==> src/rtl/vga_capture_if.sv <==
// Video-input / cell-write bundle between the VGA timing source, vga_capture and the cell memory.
// cell_we is a one-cycle valid for cell_addr/cell_live; the memory never back-pressures (always ready).
interface vga_capture_if #(
  parameter int WIDTH = 11
);
  logic               hsync;
  logic               vsync;
  logic               data_enable;
  logic [7:0]         video_red;
  logic [7:0]         video_green;
  logic [7:0]         video_blue;
  logic [2*WIDTH-1:0] cell_addr;
  logic               cell_live;
  logic               cell_we;
  logic               locked;
  logic               frame_done;
  logic [7:0]         err_count;
  logic [1:0]         dbg_state;

  modport master (
    output hsync, vsync, data_enable, video_red, video_green, video_blue,
    input  cell_addr, cell_live, cell_we, locked, frame_done, err_count, dbg_state
  );

  modport slave (
    input  hsync, vsync, data_enable, video_red, video_green, video_blue,
    output cell_addr, cell_live, cell_we, locked, frame_done, err_count, dbg_state
  );
endinterface

==> src/rtl/vga_capture.sv <==
// Video receiver: recovers x/y, thresholds pixels and writes 2x2 cells once geometry is locked.
// Optional CAPTURE_HPAIR_EN: cell is alive if either pixel of the even-line pair is alive.
module vga_capture #(
  parameter int WIDTH     = 11,
  parameter int HSIZE     = 0,
  parameter int VSIZE     = 0,
  parameter int HSPP      = 0,
  parameter int VSPP      = 0,
  parameter int P_PARAM_N = 0,
  parameter int P_PARAM_M = 0,
  parameter int THRESH    = 384
) (
  input logic           clk,
  input logic           rst,
  vga_capture_if.slave  bus
);
  typedef enum logic [1:0] {S_IDLE = 2'd0, S_MEASURE = 2'd1, S_LOCKED = 2'd2} state_t;

  localparam logic [WIDTH-1:0]   L_HSIZE  = WIDTH'(HSIZE);
  localparam logic [WIDTH-1:0]   L_VSIZE  = WIDTH'(VSIZE);
  localparam logic [WIDTH-1:0]   L_VLAST  = WIDTH'(VSIZE - 1);
  localparam logic [WIDTH-1:0]   L_MAX    = '1;
  localparam logic [WIDTH-2:0]   L_M      = (WIDTH-1)'(P_PARAM_M);
  localparam logic [2*WIDTH-1:0] L_N      = (2*WIDTH)'(P_PARAM_N);
  localparam logic [9:0]         L_THRESH = 10'(THRESH);

  state_t             r_state;
  logic               r_armed, r_bad, r_locked, r_frame_done;
  logic [7:0]         r_err;
  logic               r_hs, r_vs, r_de, r_de_d, r_vs_act_d;
  logic [7:0]         r_red, r_green, r_blue;
  logic [WIDTH-1:0]   r_x, r_y;
  logic               r2_we, r2_alive;
  logic [WIDTH-2:0]   r2_xc, r2_yc;
  logic               r_cell_we, r_cell_live;
  logic [2*WIDTH-1:0] r_cell_addr;

  logic               w_vs_act, w_hs_act, w_vs_edge, w_de_fall;
  logic               w_line_bad, w_frame_ok, w_alive, w_alive_cell, w_pick;
  logic [WIDTH-1:0]   w_lines;
  logic [9:0]         w_sum;
  logic [7:0]         w_err_inc;
  logic [2*WIDTH-1:0] w_addr;

  assign w_vs_act   = (VSPP != 0) ? r_vs : ~r_vs;
  assign w_hs_act   = (HSPP != 0) ? r_hs : ~r_hs;
  assign w_vs_edge  = w_vs_act & ~r_vs_act_d;
  assign w_de_fall  = r_de_d & ~r_de;
  assign w_line_bad = w_de_fall && (r_x != L_HSIZE);
  // A line ending on the same cycle as the vsync edge counts towards the closing frame.
  assign w_lines    = (w_de_fall && r_y != L_MAX) ? r_y + 1'b1 : r_y;
  assign w_frame_ok = (w_lines == L_VSIZE);
  assign w_err_inc  = (r_err == 8'hFF) ? r_err : r_err + 8'd1;
  assign w_sum      = {2'b0, r_red} + {2'b0, r_green} + {2'b0, r_blue};
  assign w_alive    = (w_sum >= L_THRESH);
  assign w_addr     = {{(WIDTH+1){1'b0}}, r2_yc} * L_N + {{(WIDTH+1){1'b0}}, r2_xc};

`ifdef CAPTURE_HPAIR_EN
  logic r_even_alive;
  assign w_pick       = r_x[0];
  assign w_alive_cell = w_alive | r_even_alive;
`else
  assign w_pick       = ~r_x[0];
  assign w_alive_cell = w_alive;
`endif

  // Input stage, coordinate counters and the two-stage write pipeline.
  always_ff @(posedge clk or posedge rst) begin
    if (rst) begin
      r_hs        <= (HSPP == 0);
      r_vs        <= (VSPP == 0);
      r_de        <= 1'b0;
      r_de_d      <= 1'b0;
      r_vs_act_d  <= 1'b0;
      r_red       <= '0;
      r_green     <= '0;
      r_blue      <= '0;
      r_x         <= '0;
      r_y         <= '0;
      r2_we       <= 1'b0;
      r2_alive    <= 1'b0;
      r2_xc       <= '0;
      r2_yc       <= '0;
      r_cell_we   <= 1'b0;
      r_cell_live <= 1'b0;
      r_cell_addr <= '0;
`ifdef CAPTURE_HPAIR_EN
      r_even_alive <= 1'b0;
`endif
    end else begin
      r_hs       <= bus.hsync;
      r_vs       <= bus.vsync;
      r_de       <= bus.data_enable;
      r_red      <= bus.video_red;
      r_green    <= bus.video_green;
      r_blue     <= bus.video_blue;
      r_de_d     <= r_de;
      r_vs_act_d <= w_vs_act;

      if (r_de) begin
        if (r_x != L_MAX) r_x <= r_x + 1'b1;
      end else if (w_de_fall || w_hs_act) begin
        r_x <= '0;
      end
      r_y <= w_vs_edge ? '0 : w_lines;

`ifdef CAPTURE_HPAIR_EN
      if (r_de && !r_x[0]) r_even_alive <= w_alive;
`endif
      r2_we    <= r_de && (r_state == S_LOCKED) && !r_y[0] && w_pick &&
                  (r_x < L_HSIZE) && (r_y[WIDTH-1:1] < L_M);
      r2_alive <= w_alive_cell;
      r2_xc    <= r_x[WIDTH-1:1];
      r2_yc    <= r_y[WIDTH-1:1];

      r_cell_we   <= r2_we;
      r_cell_live <= r2_we & r2_alive;
      if (r2_we) r_cell_addr <= w_addr;
    end
  end

  // Lock FSM: r_armed marks that the current frame started at a vsync edge seen in MEASURE.
  always_ff @(posedge clk or posedge rst) begin
    if (rst) begin
      r_state      <= S_IDLE;
      r_armed      <= 1'b0;
      r_bad        <= 1'b0;
      r_locked     <= 1'b0;
      r_frame_done <= 1'b0;
      r_err        <= '0;
    end else begin
      r_frame_done <= 1'b0;
      case (r_state)
        S_IDLE: begin
          if (w_vs_edge) begin
            r_state <= S_MEASURE;
            r_armed <= 1'b1;
            r_bad   <= 1'b0;
          end
        end
        S_MEASURE: begin
          if (w_vs_edge) begin
            if (r_armed && !r_bad && !w_line_bad && w_frame_ok) begin
              r_state  <= S_LOCKED;
              r_locked <= 1'b1;
            end else if (r_armed) begin
              r_err <= w_err_inc;
            end
            r_armed <= 1'b1;
            r_bad   <= 1'b0;
          end else if (w_line_bad) begin
            r_bad <= 1'b1;
          end
        end
        S_LOCKED: begin
          if (w_line_bad || (w_vs_edge && !w_frame_ok)) begin
            r_state  <= S_MEASURE;
            r_locked <= 1'b0;
            r_err    <= w_err_inc;
            r_armed  <= w_vs_edge;
            r_bad    <= 1'b0;
          end else if (w_de_fall && r_y == L_VLAST) begin
            r_frame_done <= 1'b1;
          end
        end
        default: begin
          r_state  <= S_IDLE;
          r_locked <= 1'b0;
        end
      endcase
    end
  end

  assign bus.cell_addr  = r_cell_addr;
  assign bus.cell_live  = r_cell_live;
  assign bus.cell_we    = r_cell_we;
  assign bus.locked     = r_locked;
  assign bus.frame_done = r_frame_done;
  assign bus.err_count  = r_err;
  assign bus.dbg_state  = r_state;
endmodule

==> src/flat_wrapper.sv <==
// flat-port wrapper written by rule: the top's interface ports become plain ports
module vga_capture_flat 
#(
  parameter int WIDTH     = 11,
  parameter int HSIZE     = 0,
  parameter int VSIZE     = 0,
  parameter int HSPP      = 0,
  parameter int VSPP      = 0,
  parameter int P_PARAM_N = 0,
  parameter int P_PARAM_M = 0,
  parameter int THRESH    = 384
)
  (clk, rst, bus_hsync, bus_vsync, bus_data_enable, bus_video_red, bus_video_green, bus_video_blue, bus_cell_addr, bus_cell_live, bus_cell_we, bus_locked, bus_frame_done, bus_err_count, bus_dbg_state);
  vga_capture_if #(.WIDTH(WIDTH)) bus_i ();
  input logic clk;
  input logic rst;
  input wire logic [$bits(bus_i.hsync)-1:0] bus_hsync;
  input wire logic [$bits(bus_i.vsync)-1:0] bus_vsync;
  input wire logic [$bits(bus_i.data_enable)-1:0] bus_data_enable;
  input wire logic [$bits(bus_i.video_red)-1:0] bus_video_red;
  input wire logic [$bits(bus_i.video_green)-1:0] bus_video_green;
  input wire logic [$bits(bus_i.video_blue)-1:0] bus_video_blue;
  output wire logic [$bits(bus_i.cell_addr)-1:0] bus_cell_addr;
  output wire logic [$bits(bus_i.cell_live)-1:0] bus_cell_live;
  output wire logic [$bits(bus_i.cell_we)-1:0] bus_cell_we;
  output wire logic [$bits(bus_i.locked)-1:0] bus_locked;
  output wire logic [$bits(bus_i.frame_done)-1:0] bus_frame_done;
  output wire logic [$bits(bus_i.err_count)-1:0] bus_err_count;
  output wire logic [$bits(bus_i.dbg_state)-1:0] bus_dbg_state;
  assign bus_i.hsync = bus_hsync;
  assign bus_i.vsync = bus_vsync;
  assign bus_i.data_enable = bus_data_enable;
  assign bus_i.video_red = bus_video_red;
  assign bus_i.video_green = bus_video_green;
  assign bus_i.video_blue = bus_video_blue;
  assign bus_cell_addr = bus_i.cell_addr;
  assign bus_cell_live = bus_i.cell_live;
  assign bus_cell_we = bus_i.cell_we;
  assign bus_locked = bus_i.locked;
  assign bus_frame_done = bus_i.frame_done;
  assign bus_err_count = bus_i.err_count;
  assign bus_dbg_state = bus_i.dbg_state;
  vga_capture #(.WIDTH(WIDTH), .HSIZE(HSIZE), .VSIZE(VSIZE), .HSPP(HSPP), .VSPP(VSPP), .P_PARAM_N(P_PARAM_N), .P_PARAM_M(P_PARAM_M), .THRESH(THRESH)) u_core (.clk(clk), .rst(rst), .bus(bus_i));
endmodule
==> config.mk <==
export PLATFORM = sky130hd
export DESIGN_NAME = vga_capture_flat
export DESIGN_NICKNAME = d
export VERILOG_FILES = /design/src/rtl/vga_capture_if.sv /design/src/rtl/vga_capture.sv /design/src/flat_wrapper.sv
export SDC_FILE = /design/constraint.sdc
export NUM_CORES = 1
export LEC_CHECK = 0
export BUFFER_PORTS_ARGS = -buffer_cell sky130_fd_sc_hd__buf_2
export CAP_MARGIN = 25
export CORE_MARGIN = 5
export CORE_UTILIZATION = 30
export CTS_CLUSTER_DIAMETER = 200
export CTS_CLUSTER_SIZE = 12
export DETAILED_ROUTE_END_ITERATION = 6
export PLACE_DENSITY_LB_ADDON = 0.1
export SLEW_MARGIN = 0
export SYNTH_ARGS = -nofsm -noshare
export SYNTH_HDL_FRONTEND = slang
export SYNTH_SLANG_ARGS = --single-unit
==> constraint.sdc <==
create_clock -name clk -period 3 [get_ports clk]
set_input_delay 0.45 -clock clk [delete_from_list [all_inputs] [get_ports clk]]
set_output_delay 0.45 -clock clk [all_outputs]
set_load 0.1 [all_outputs]
==> reports/results.txt <==
Status: complete, no violations
Layout cells sized above 1: 15.7%
Post-DR vias/cell: 4.79
Worst slew pin tran: 0.711 ns
Die ar.: 0.0103 mm^2
Fill cells: 855
DRC violations left: 0
Die height: 101 um
Worst r2r path cells: 7
Initial antenna violation count: 0
Final HPWL DP: 3950 um
Initial DRC Count: 77
Die width: 101 um
Max Fclk: 0.380 GHz
Via count: 1907
Sequential cell area: 0.00103 mm^2
Initial core utilization: 30.6%
Number of port buffers: 16
PnR worst setup slack: 0.370 ns
GP Congestion: 0.812
Worst hold path type: input pin to asynchronous set/reset pin
# hold bufs at CTS: 0
Sequential-to-total area share from yosys stat: 41.1%
Sum Neg Setup Slack: 0 ns
Synthesis warning total: 0
ANT cells: 0
First-pass GRT wire length: 9070 um
Leakage: 1.25 nW
CP max-delay cell: dfrtp_1
Avg Cell Area, Syn: 9.36 um^2
Async SR Flop Fraction: 100%
# IOs: 65
Netlist Area Pre-Place: 0.00250 mm^2
Post-DR wirelength/cell: 13.3 um
Synthesis-stage register bit count: 41
Synth Instances: 267
H-tree depth: 2
Post-CTS setup repair buffer count: 0
Main synth FF type: dfrtp_1
EDFF count, synth: 0
Rows: 33
Final setup fails: 0
Dpl ws: 0.360 ns
CP required: 3.19 ns
Relative slew slack: 52.3%
Maxcap violations: 0
Share of the synthesized area in the top cell type: 39.0%
Cell Chain, Critical Path: ha_1 -> and4_1 -> a311oi_4 -> o2111ai_1 -> a2111oi_4 -> a21o_2 -> mux2_1
Global route total overflow: 0
DR pass1 iterations: 4
Core area: 0.00818 mm^2
Multi-input gate area: 0.00127 mm^2
Clk slew on worst S/H paths: 0.09 ns
Root Driver: clkbuf_8
Largest net degree at the start of global routing: 23
Fin. Hold Viols: 0
Total track usage: 11.0%
Max FO, Critical Path: 6
Power per Cell Area: 696 mW/mm^2
Top cell type by total area after synthesis: dfrtp_1
CTS Sinks: 41
Min Clock Period, post-route: 2.63 ns
Peak VDD IR: 0.488 mV
Critical Path Source Type: register
Max Transition Viols Final: 0
Vias in the first global route: 1796
Clk buf depth: 2
Clock buffers created by TritonCTS: 5
Critical Path Sink Type: register
CTS tree: done
RSZ-0062 raised after global routing: false
Post-synthesis cell type count: 51
Resized Gates After CTS: 0
Top cells by area, synth: dfrtp_1 39%, buf_4 7.5%, xor2_1 6.7%, nor2_1 4.5%, nand2_1 2.7%
Tcrit/Tclk final: 87.7%
Critical path class: register to register
Worst path arrival time: 2.82 ns
Synth-to-layout area growth: 11.6%
Final ANT Viol Nets: 0
Worst-Skew Late Latency: 0.30 ns
Crit-path max cell delay: 0.44 ns
Final net count: 325
Skew final: 0.00959 ns
Detailed Route WL: 5290 um
-- layout make-up --
cell class              count  area share, %
flip-flops and latches     41           36.9
clock buffers               6           2.96
repair buffers             30           7.09
clock inverters             2           1.35
multi-input cells         203           45.6
inverters                  11           1.48
well taps                 105           4.71
-- placed cells by master, fill, tap and decap left out, drive strengths merged, types with 5 or more instances in the layout --
cell,synthesis,layout
nand3,10,10
nand4,7,7
conb,1,24
nor2,30,30
o21ai,8,8
xor2,19,19
clkbuf,4,6
a21oi,13,13
inv,11,10
dfrtp,39,39
xnor2,6,6
nand2,18,18
nor3,5,5
buf,31,30
and4,5,5
-- synth_stat cells, types with 2 or more instances --
library cell / instances
nand2_1: 18
nor3_1: 5
xnor2_1: 6
a21boi_0: 2
o221ai_1: 2
o2111ai_1: 4
dfrtp_1: 39
inv_1: 11
buf_6: 2
a31oi_1: 2
nand4_1: 7
a32oi_1: 2
clkbuf_1: 3
and3_1: 3
buf_2: 3
nor3b_1: 2
a21oi_1: 13
o21ai_0: 8
xor2_1: 19
nand3b_1: 2
nor2_1: 30
ha_1: 4
and4_1: 5
a211oi_1: 4
nor4_1: 4
a41oi_1: 3
o211ai_1: 3
buf_4: 25
dfstp_2: 2
and2_1: 3
nand3_1: 10
nor2b_1: 2
-- registers in the layout, summed over array words and instances, names as in the netlist --
| register | cells |
|---|---|
| u_core.r_vs | 1 |
| u_core.r_de_d | 1 |
| u_core.r_y | 11 |
| u_core.r_vs_act_d | 1 |
| u_core.bus.err_count | 8 |
| u_core.r_hs | 1 |
| u_core.bus.locked | 1 |
| u_core.bus.dbg_state | 2 |
| u_core.r_armed | 1 |
| u_core.r_de | 1 |
| u_core.r_bad | 1 |
| u_core.bus.frame_done | 1 |
| u_core.r_x | 11 |
-- worst max-delay path: cells and delay by family, from the launching register on --
| kind | cells | cell delay (ns) |
|---|---|---|
| AO/OA/AOI/OAI | 4 | 1.28 |
| flip-flops | 1 | 0.44 |
| multiplexers | 1 | 0.31 |
| AND/OR/NAND/NOR | 1 | 0.28 |
| adder cells (fa/ha/maj) | 1 | 0.22 |
-- layer usage --
metal  track usage, %  wire (um)  part of all wire [%]
met2             16.2       2330                    44
met1             16.2       2660                    50
met4             3.37         43                  0.81
met5                0          0                     0
met3             2.20        254                   4.8
-- power breakdown --
part	total [mW]	switching (mW)	internal, mW
Clock	0.486	0.214	0.271
Sequential	0.687	0.0741	0.613
Combinational	0.770	0.596	0.174
-- worst paths after layout --
| path | startpoint | slack (ns) | to |
|---|---|---|---|
| max in group asynchronous | rst | 2.09 | u_core.r_vs |
| worst min register to register | u_core.r_vs | 0.45 | u_core.r_vs_act_d |
| worst max-delay path | u_core.r_y[1] | 0.37 | u_core.bus.err_count[1] |
| worst min-delay path | rst | 0.17 | u_core.bus.frame_done |
| min in group clk | bus_hsync | 0.24 | u_core.r_hs |
| worst max register to register | u_core.r_y[1] | 0.37 | u_core.bus.err_count[1] |
-- stage by stage --
stage,std cells,hold slack [ns],total power [mW],instance area [um^2],utilization (%)
detailed placement,390,0.431,1.47,2670,32.7
global route,398,0.223,2.04,2790,34.1
global placement,390,0.426,1.48,2670,32.7
CTS,398,0.188,1.96,2790,34.1
floorplan,290,0.419,1.34,2590,-
finish,398,0.169,1.94,2790,34.1
-- kinds of logic after synthesis --
logic type                 Yosys count  synth area share [%]
muxes                                3                  1.30
xor gates and xnor gates            25                  8.76
AOI/OAI and AO/OA                   52                  16.2
buffers and inverters               46                  11.5
other                                1                 0.150
adders and majority gates            4                  2.00
and+or+nand+nor                     95                  19.0
DFF                                 41                  41.1
No activity file was read; power rests on OpenSTA's default activity.
